--- config.mk ---
export PLATFORM = sky130hd
export DESIGN_NAME = divider_multi_cycle
export DESIGN_NICKNAME = d
export VERILOG_FILES = /design/src/rtl/fp16_pkg.sv /design/src/rtl/fp16_unpack.sv /design/src/rtl/divider_multi_cycle.sv
export SDC_FILE = /design/constraint.sdc
export NUM_CORES = 1
export LEC_CHECK = 0
export CELL_PAD_IN_SITES_DETAIL_PLACEMENT = 0
export CELL_PAD_IN_SITES_GLOBAL_PLACEMENT = 1
export CORE_ASPECT_RATIO = 1.4
export CORE_MARGIN = 2
export CORE_UTILIZATION = 30
export DETAILED_ROUTE_END_ITERATION = 7
export PLACE_DENSITY = 0.65
export SLEW_MARGIN = 15
export SYNTH_ARGS = -nofsm -noshare
export SYNTH_HDL_FRONTEND = slang
export SYNTH_SLANG_ARGS = --single-unit
--- constraint.sdc ---
create_clock -name clk -period 7.3 [get_ports clk]
set_clock_uncertainty 0.15 [all_clocks]
set_input_delay 1.46 -clock clk [delete_from_list [all_inputs] [get_ports clk]]
set_output_delay 1.46 -clock clk [all_outputs]
set_load 0.02 [all_outputs]
--- src/rtl/fp16_pkg.sv ---
// fp16_pkg: shared definitions for IEEE-754 half-precision arithmetic blocks.
//   Field widths, encoding constants, word layout and the divider FSM state.
package fp16_pkg;

    localparam int unsigned SIGN_W = 1;
    localparam int unsigned EXP_W  = 5;
    localparam int unsigned FRAC_W = 10;
    localparam int unsigned MANT_W = FRAC_W + 1;
    localparam int unsigned WORD_W = SIGN_W + EXP_W + FRAC_W;

    localparam int unsigned BIAS    = 15;
    localparam int unsigned EXP_MAX = 31;

    localparam logic [WORD_W-1:0] INF  = 16'h7C00;
    localparam logic [WORD_W-1:0] QNAN = 16'h7E00;

    // Half-precision word layout
    typedef struct packed {
        logic              sign;
        logic [EXP_W-1:0]  exp;
        logic [FRAC_W-1:0] frac;
    } fp16_t;

    // Divider sequencing states
    typedef enum logic [1:0] {
        IDLE   = 2'd0,
        UNPACK = 2'd1,
        DIVIDE = 2'd2,
        NORM   = 2'd3
    } state_t;

endpackage

--- src/rtl/fp16_unpack.sv ---
// fp16_unpack: combinational field extraction for one half-precision operand.
//   word       : input  16-bit half-precision value
//   sign       : output sign bit
//   exp        : output biased exponent
//   mant       : output 11-bit mantissa 1.frac (zero when exponent is zero)
//   is_zero    : output exponent is zero (subnormals flushed to zero)
//   is_special : output exponent is all ones (infinity or NaN)
module fp16_unpack
    import fp16_pkg::*;
(
    input  logic [WORD_W-1:0] word,
    output logic              sign,
    output logic [EXP_W-1:0]  exp,
    output logic [MANT_W-1:0] mant,
    output logic              is_zero,
    output logic              is_special
);

    fp16_t f;

    assign f          = fp16_t'(word);
    assign sign       = f.sign;
    assign exp        = f.exp;
    assign is_zero    = (f.exp == '0);
    assign is_special = (f.exp == EXP_W'(EXP_MAX));
    assign mant       = is_zero ? '0 : {1'b1, f.frac};

endmodule

--- src/rtl/divider_multi_cycle.sv ---
// divider_multi_cycle: half-precision divider, one quotient bit per cycle.
//   Fixed latency: result strobe ITER+2 edges after the capture edge.
//   clk           : input  rising-edge clock
//   rst           : input  asynchronous active-high reset
//   i_valid       : input  operand strobe, accepted only while o_busy is low
//   i_a, i_b      : input  dividend / divisor (half precision)
//   o_busy        : output operation in flight (through the strobe cycle)
//   o_res         : output quotient, held until the next strobe
//   Overflow      : output quotient exceeded max finite, result is signed inf
//   o_div_by_zero : output finite nonzero dividend divided by zero
//   o_res_vld     : output one-cycle result strobe
module divider_multi_cycle
    import fp16_pkg::*;
#(
    parameter int unsigned ITER = 11
) (
    input  logic              clk,
    input  logic              rst,
    input  logic              i_valid,
    input  logic [WORD_W-1:0] i_a,
    input  logic [WORD_W-1:0] i_b,
    output logic              o_busy,
    output logic [WORD_W-1:0] o_res,
    output logic              Overflow,
    output logic              o_div_by_zero,
    output logic              o_res_vld
);

    localparam int unsigned CNT_W = $clog2(ITER);
    localparam int unsigned REM_W = MANT_W + 1;
    localparam int unsigned QE_W  = 7;
    localparam int unsigned Q_W   = ITER - 1;

    localparam logic signed [QE_W-1:0] EXP_OFF  = QE_W'(BIAS);
    localparam logic signed [QE_W-1:0] EXP_TOP  = QE_W'(EXP_MAX - 1);
    localparam logic signed [QE_W-1:0] EXP_LOW  = QE_W'(1);

    state_t state;

    logic [WORD_W-1:0] a_q;
    logic [WORD_W-1:0] b_q;

    logic                   sign_q;
    logic signed [QE_W-1:0] exp_q;
    logic [REM_W-1:0]       rem_q;
    logic [MANT_W-1:0]      mb_q;
    logic [Q_W-1:0]         quo_q;
    logic [CNT_W-1:0]       cnt;
    logic                   sp_q;
    logic [WORD_W-1:0]      sp_res_q;
    logic                   sp_dbz_q;

    // Operand field extraction
    logic              sa, sb;
    logic [EXP_W-1:0]  ea, eb;
    logic [MANT_W-1:0] ma, mb;
    logic              za, zb;
    logic              xa, xb;

    fp16_unpack u_unpack_a (
        .word       (a_q),
        .sign       (sa),
        .exp        (ea),
        .mant       (ma),
        .is_zero    (za),
        .is_special (xa)
    );

    fp16_unpack u_unpack_b (
        .word       (b_q),
        .sign       (sb),
        .exp        (eb),
        .mant       (mb),
        .is_zero    (zb),
        .is_special (xb)
    );

    // Unpack-stage arithmetic and special-case classification
    logic                   sign_c;
    logic signed [QE_W-1:0] ea_s, eb_s, exp_diff, exp_adj;
    logic                   mant_lt;
    logic [REM_W-1:0]       rem_init;
    logic                   sp_c;
    logic [WORD_W-1:0]      sp_res_c;
    logic                   sp_dbz_c;

    always_comb begin
        sign_c   = sa ^ sb;
        ea_s     = {2'b00, ea};
        eb_s     = {2'b00, eb};
        exp_diff = ea_s - eb_s + EXP_OFF;
        mant_lt  = (ma < mb);
        // Pre-shift so the quotient lands in [1,2) and its first bit is always 1
        exp_adj  = mant_lt ? (exp_diff - QE_W'(1)) : exp_diff;
        rem_init = mant_lt ? {ma, 1'b0} : {1'b0, ma};

        sp_c     = 1'b1;
        sp_res_c = '0;
        sp_dbz_c = 1'b0;
        if (xa || xb) begin
            sp_res_c = QNAN;
        end else if (za && zb) begin
            sp_res_c = QNAN;
        end else if (zb) begin
            sp_res_c = {sign_c, INF[WORD_W-2:0]};
            sp_dbz_c = 1'b1;
        end else if (za) begin
            sp_res_c = {sign_c, {(WORD_W-1){1'b0}}};
        end else begin
            sp_c = 1'b0;
        end
    end

    // Restoring division step
    logic             ge;
    logic [REM_W-1:0] rem_sel;
    logic [REM_W-1:0] rem_next;

    always_comb begin
        ge       = (rem_q >= {1'b0, mb_q});
        rem_sel  = ge ? (rem_q - {1'b0, mb_q}) : rem_q;
        rem_next = rem_sel << 1;
    end

    // Sequencer, datapath registers and registered outputs
    always_ff @(posedge clk or posedge rst) begin
        if (rst) begin
            state         <= IDLE;
            a_q           <= '0;
            b_q           <= '0;
            sign_q        <= 1'b0;
            exp_q         <= '0;
            rem_q         <= '0;
            mb_q          <= '0;
            quo_q         <= '0;
            cnt           <= '0;
            sp_q          <= 1'b0;
            sp_res_q      <= '0;
            sp_dbz_q      <= 1'b0;
            o_busy        <= 1'b0;
            o_res         <= '0;
            Overflow      <= 1'b0;
            o_div_by_zero <= 1'b0;
            o_res_vld     <= 1'b0;
        end else begin
            o_res_vld <= 1'b0;
            case (state)
                IDLE: begin
                    // Busy is still high during the strobe cycle, so the
                    // edge right after a result never captures.
                    if (o_busy) begin
                        o_busy <= 1'b0;
                    end else if (i_valid) begin
                        a_q    <= i_a;
                        b_q    <= i_b;
                        o_busy <= 1'b1;
                        state  <= UNPACK;
                    end
                end
                UNPACK: begin
                    sign_q   <= sign_c;
                    exp_q    <= exp_adj;
                    rem_q    <= rem_init;
                    mb_q     <= mb;
                    quo_q    <= '0;
                    cnt      <= '0;
                    sp_q     <= sp_c;
                    sp_res_q <= sp_res_c;
                    sp_dbz_q <= sp_dbz_c;
                    state    <= DIVIDE;
                end
                DIVIDE: begin
                    // Leading quotient bit falls off the top; only the fraction is kept
                    rem_q <= rem_next;
                    quo_q <= {quo_q[Q_W-2:0], ge};
                    cnt   <= cnt + CNT_W'(1);
                    if (cnt == CNT_W'(ITER - 1)) begin
                        state <= NORM;
                    end
                end
                NORM: begin
                    o_res_vld <= 1'b1;
                    state     <= IDLE;
                    if (sp_q) begin
                        o_res         <= sp_res_q;
                        Overflow      <= 1'b0;
                        o_div_by_zero <= sp_dbz_q;
                    end else if (exp_q > EXP_TOP) begin
                        o_res         <= {sign_q, INF[WORD_W-2:0]};
                        Overflow      <= 1'b1;
                        o_div_by_zero <= 1'b0;
                    end else if (exp_q < EXP_LOW) begin
                        o_res         <= {sign_q, {(WORD_W-1){1'b0}}};
                        Overflow      <= 1'b0;
                        o_div_by_zero <= 1'b0;
                    end else begin
                        o_res         <= {sign_q, EXP_W'(exp_q), quo_q[Q_W-1 -: FRAC_W]};
                        Overflow      <= 1'b0;
                        o_div_by_zero <= 1'b0;
                    end
                end
                default: state <= IDLE;
            endcase
        end
    end

endmodule

==> results of run 1 <==
state kept, by name, indices dropped and copies added, names as in the netlist, 3 cells and up:
name,count
cnt,4
b_q,16
a_q,16
mb_q,11
o_res,16
sp_res_q,3
rem_q,12
exp_q,7
quo_q,10
metal layers:
layer  vias up  GRT usage (%)  wire length [µm]
li1       2304              -                 -
met1      2385          17.53              6246
met2        94          26.02              7664
met3        24          2.454               557
met4         0          5.682               355
met5         -              0                 0
cells by family (layout without fill, tap and decap cells):
group / count (synthesis) / count (layout)
AOI/OAI and AO/OA: 155 / 155
buffers and inverters: 76 / 125
muxes: 50 / 50
adders and majority gates: 39 / 39
xor gates and xnor gates: 12 / 12
DFF: 104 / 104
and+or+nand+nor: 188 / 188
area by class of cell:
| cell class | count | area share, % |
|---|---|---|
| clock buffer | 9 | 3.172 |
| clock inverter | 7 | 1.075 |
| inverter | 50 | 2.679 |
| multi-input combinational | 444 | 43.83 |
| sequential | 104 | 36.66 |
| tap | 252 | 4.441 |
| timing repair buffer | 59 | 8.142 |
placed cells by master, fill, tap and decap left out, types with 9 or more instances in the layout:
| cell type | Yosys | layout |
|---|---|---|
| mux2i_1 | 15 | 15 |
| mux2_2 | 35 | 35 |
| clkdlybuf4s50_1 | 0 | 54 |
| ha_1 | 37 | 37 |
| nor2_1 | 28 | 28 |
| clkbuf_16 | 0 | 9 |
| dfrtp_1 | 104 | 104 |
| inv_1 | 50 | 49 |
| nand2_1 | 80 | 80 |
| o21ai_0 | 45 | 45 |
| nand3_1 | 23 | 23 |
| o2bb2ai_1 | 13 | 13 |
| a21oi_1 | 30 | 30 |
| nor3_1 | 10 | 10 |
synth_stat cells, drive strengths merged (3+ instances only):
cell and instances:
a211o 3, a211oi 4, a21oi 31, a221o 4, a31o 3, a31oi 5, and2 9, and3 5
buf 4, clkbuf 22, dfrtp 104, ha 37, inv 50, mux2 35, mux2i 15, nand2 80
nand2b 3, nand3 23, nand4 6, nor2 28, nor2b 8, nor3 10, o2111ai 3, o21a 8
o21ai 47, o221ai 8, o22a 3, o2bb2ai 13, o31ai 4, or3 3, xnor2 6, xor2 5
how the worst max path moves through the flow:
stage | startpoint | to | slack (ns) | depth (start not counted)
final | a_q[10] | exp_q[4] | 3.34 | 12
after global placement | a_q[10] | rem_q[8] | 3.53 | 10
after detailed placement | a_q[10] | exp_q[4] | 3.36 | 12
after global routing | a_q[10] | rem_q[6] | 3.08 | 12
after floorplan | rst | Overflow | 2.96 | 1
after CTS | a_q[10] | exp_q[4] | 3.34 | 12
worst max-delay path, delay by kind of cell (launching register included):
family | cells | cell delay (ns)
and+or+nand+nor | 4 | 1.80
AOI/OAI and AO/OA | 4 | 0.70
DFF | 1 | 0.41
buffers and inverters | 2 | 0.29
adders and majority gates | 1 | 0.29
xor gates and xnor gates | 1 | 0.17
through the flow:
| stage | area, µm² | utilization, % | worst slack [ns] | hold WS (ns) | cells |
|---|---|---|---|---|---|
| global route | 7099 | 35.91 | 3.081 | 0.3667 | 925 |
| CTS | 7099 | 35.91 | 3.336 | 0.3379 | 925 |
| floorplan | 6006 | - | 2.958 | 0.2906 | 624 |
| finish | 7099 | 35.91 | 3.338 | 0.3357 | 925 |
| global placement | 6798 | 34.39 | 3.534 | 0.3090 | 909 |
| detailed placement | 6798 | 34.39 | 3.356 | 0.3151 | 909 |
==> out/metrics.cfg, run 1 <==
[status]
status = finished, final reports clean

[finish]
fin_nets = 742
regArea_um2 = 2603
layout-drive-gt1-share_pct = 10.70
fill_cells = 1971
syn2layout_area_growth_pct = 18.21
multi_input_comb_area_um2 = 3112
diodes = 0

[cts]
cts_buffer_depth = 2
cts_sinks = 104
cts_max_level = 3
postCtsHoldBufs = 0
cts_resized = 0
cts_tree = built
clock_latency_ns = 0.36
cts_setup_buffers = 0
cts_buffers = 9
clk_pin_slew_ns = 0.08
cts_root_buf = clkbuf_16

[synthesis]
syn_area_um2 = 6006
synth_cell_type_count = 68
synth_top_cell_by_area = dfrtp_1
synthXorXnorAreaFrac_pct = 2.104
synth.area.top_cells = dfrtp_1 (43%), ha_1 (7.7%), mux2_2 (6.6%)
async_reset_ff_share_pct = 100.0
synth_adder_area_share_pct = 8.375
synth.top_cell.area_share_pct = 43.33
synth_nets = 698
ys_ff_latch = 104
synth-edff-count = 0
yosysWarningCount = 0
syn_inst = 624
ys.flop_type = dfrtp_1
synth_top_family_by_area = compound AO/OA/AOI/OAI gates
yosysSeqAreaShare_pct = 43.33
yosys.area_share.simple_pct = 14.90
synth.avg_cell_area_um2 = 9.625
synth_compound_area_share_pct = 17.38
synth.area.mux_share_pct = 9.062

[critical_path]
cp.arrival_ns = 4.03
critPathKind = flip-flop to flip-flop
crit_path_max_incr_delay_ns = 0.57
reg2reg_depth = 12
cp_cell_sequence = or4_1 > nand2b_1 > nand2_1 > inv_1 > ha_1 > a211oi_1 > o21ai_0 > a211oi_1 > buf_4 > or4b_4 > xnor2_1 > a21oi_1
worst-r2r-setup-slack_ns = 3.34
cp_common_cell = a211oi_1
regToRegStartpoint = a_q[10]
critPathRequiredTime_ns = 7.37
start_kind = flip-flop
timing.rr.end = exp_q[4]
end_kind = flip-flop
critical-path-slowest-cell = or4_1
critPathMaxFanout = 18

[timing]
tightest_slew_ns = 0.9088
fin_setup_tns_ns = 0
fin_crit_sh_pct = 54.27
hold_viol = 0
drv_slew = 0
period_needed_ns = 3.962
rsz0062_at_grt = false
slew_headroom_pct = 39.41
clock.fmax_mhz = 252.4
setup_violations = 0

[floorplanning]
initial_core_util_pct = 30.38
core-area_um2 = 19770
chipHeight_um = 171.4
num_io_pins = 55
die_x_um = 123.6
rows = 61
die_area_um2 = 21180

[global_routing]
grt_pass1_wl_um = 24390
grt_max_degree = 73
antenna_found_initial = 0
first_global_vias = 4885
track_usage_pct = 14.69
overflow = 0

[hold_path]
hold_end = o_res[9]
min_path_type = flip-flop to flip-flop
whs_path_depth = 2
worst_hold_startpoint = quo_q[9]

[drt]
vias = 4807
wl_per_cell_um = 16.02
drt-initial-drc-count = 201
drt_wl_total_um = 14820
vias_per_cell = 5.197
firstDrtPassIters = 4
antenna_left = 0
drc = 0

[job]
maxCapViolations = 0

[placement]
dp_hpwl_um = 11230
port_buffers = 54
place_congestion = 0.8310

Power of run 1 is not shown: default switching activity piles up to over one toggle a cycle in this logic, so the estimate is an artifact.
==> run 2, diff against run 1 <==
PLACE_DENSITY = 0.67   (was 0.65)
clock period = 3.2 ns   (was 7.3 ns; I/O delays follow)
==> run 2 against run 1 <==
Against the previous run:
- the run now ends with negative setup slack left
- wire length grew 3.3%
- clock-buffer cell count is the same
- largest cell class unchanged
- critical path depth is the same
- global-route usage grew 0.41 points
- sequential share of layout area shrank 2.1 points
- via count is essentially flat
- register-to-register slack lost 3.4 ns
- cell count grew 2.9%
- worst setup slack lost 3.4 ns
- highest routed layer unchanged
- fmax grew 21%
- hold slack gained 0.010 ns
==> out/metrics.cfg, run 2 (same netlist as run 1, synthesis figures left out) <==
[finish]
layout-drive-gt1-share_pct = 17.43
diodes = 0
mostFrequentLayoutCells = dfrtp_1 (104), nand2_1 (78), clkdlybuf4s50_1 (54)
syn2layout_area_growth_pct = 25.40
reg_top3 = a_q (16), b_q (16), o_res (16)
fin_nets = 769
final_common_cell = dfrtp_1

[critical_path]
worst-r2r-setup-slack_ns = -0.07
crit_family = simple AND/OR/NAND/NOR gates
path_buf_inv = 2
regToRegStartpoint = a_q[10]
cp_cell_sequence = or4_4 > nand2b_4 > buf_6 > and2_4 > ha_4 > and3b_1 > buf_4 > o2111ai_4 > a31o_4 > and2_4 > a221o_1 > a211o_1
end_kind = flip-flop
start_kind = flip-flop
reg2reg_depth = 12
critical-path-slowest-cell = or4_4
cp.arrival_ns = 3.36
critPathKind = flip-flop to flip-flop
cp_common_cell = and2_4
critPathRequiredTime_ns = 3.29
timing.rr.end = rem_q[8]
critPathMaxFanout = 6
crit_path_max_incr_delay_ns = 0.53

[cts]
clk_pin_slew_ns = 0.08
cts_buffers = 9
cts_root_buf = clkbuf_16
cts_sinks = 104
clock_latency_ns = 0.35
cts_max_level = 3
cts_tree = built
cts_buffer_depth = 2

[drt]
vias_per_cell = 5.046
wl_met3_um = 502
drc = 0
wl_met1_um = 6333
top_layer = met4
route.met2.wl_um = 7945
antenna_left = 0
firstDrtPassIters = 4
wl_per_cell_um = 16.09
drt_wl_total_um = 15310
drt-initial-drc-count = 187
vias = 4804

[floorplanning]
die_x_um = 123.6
die_area_um2 = 21180
core-area_um2 = 19770
chipHeight_um = 171.4
num_io_pins = 55
rows = 61
initial_core_util_pct = 30.38

[timing]
fin_crit_sh_pct = 102.1
rsz0062_at_grt = true
clock.fmax_mhz = 306.2
setup_slack_ns = -0.06637
period_needed_ns = 3.266
hold_viol = 0
tightest_slew_ns = 0.7113
slew_headroom_pct = 52.58
setup_violations = 3
drv_slew = 0

[hold_path]
whs_path_depth = 1
min_path_type = flip-flop to flip-flop
hold_end = sp_dbz_q
worst_hold_startpoint = sp_dbz_q

[global_routing]
overflow = 0
track_usage_pct = 15.09
first_global_vias = 4825
grt_pass1_wl_um = 24820
antenna_found_initial = 0
grt_max_degree = 105

[placement]
dp_hpwl_um = 11350
place_ws_ns = -0.05804
place_congestion = 0.8672
port_buffers = 54

[job]
maxCapViolations = 0

[status]
status = finished, violations left
violations = negative setup slack

## run 2: worst reg2reg max path, stage by stage (launching register included)
cell       delay (ns)
dfrtp_1          0.38
or4_4            0.53
nand2b_4         0.18
buf_6            0.13
and2_4           0.15
ha_4             0.25
and3b_1          0.16
buf_4            0.12
o2111ai_4        0.12
a31o_4           0.25
and2_4           0.18
a221o_1          0.30
a211o_1          0.23
## run 2: through the flow
step | cell area (µm²) | std cells | setup TNS, ns | util [%] | hold WS [ns]
finish | 7531 | 952 | -0.1151 | 38.10 | 0.3458
global placement | 6975 | 927 | -0.01922 | 35.29 | 0.3268
detailed placement | 6975 | 927 | -0.2951 | 35.29 | 0.3312
global route | 7531 | 952 | -1.457 | 38.10 | 0.3652
CTS | 7398 | 947 | -0.07384 | 37.43 | 0.3512
floorplan | 6042 | 624 | -0.3247 | - | 0.2906
## run 2: repair_timing
item	4_1_cts	5_1_grt
setup buffers	3	4
hold buffers	0	0
gates cloned	1	1
gates resized for setup	16	17
hold endpoints to repair	0	0
endpoints found under the setup margin	9	18
pin swaps	9	11
## run 2: area by class of cell
cell class | count | area, µm²
fillers | 1934 | 12240
flip-flops and latches | 104 | 2603
inverters | 50 | 191.4
clock inverters | 7 | 88.84
well taps | 252 | 315.3
clock buffers | 9 | 225.2
repair buffers | 86 | 824.5
multi-input cells | 444 | 3283
## run 2: how the worst max path moves through the flow
stage          cells past startpoint  slack [ns]     from       end
2_1_floorplan                     13       -0.19  a_q[10]  rem_q[8]
5_1_grt                           11       -0.20  a_q[10]  exp_q[4]
3_5_place_dp                      12       -0.06  a_q[10]  exp_q[3]
6_report                          12       -0.07  a_q[10]  rem_q[8]
4_1_cts                           13       -0.03  a_q[14]  exp_q[3]
3_3_place_gp                      12       -0.01  a_q[10]  rem_q[1]
## run 2: layer usage
layer,track usage [%],vias up
met2,26.23,92
li1,-,2366
met4,7.263,0
met1,17.81,2317
met5,0,-
met3,2.586,29
Power of run 2 is left out for the same reason.
==> run 3, diff against run 2 <==
ABC_CLOCK_PERIOD_IN_PS = 3200   (was default)
==> results of run 3 <==
The final DEF is identical to that of run 2; final timing and power are the same.
Power of run 3 is left out for the same reason.
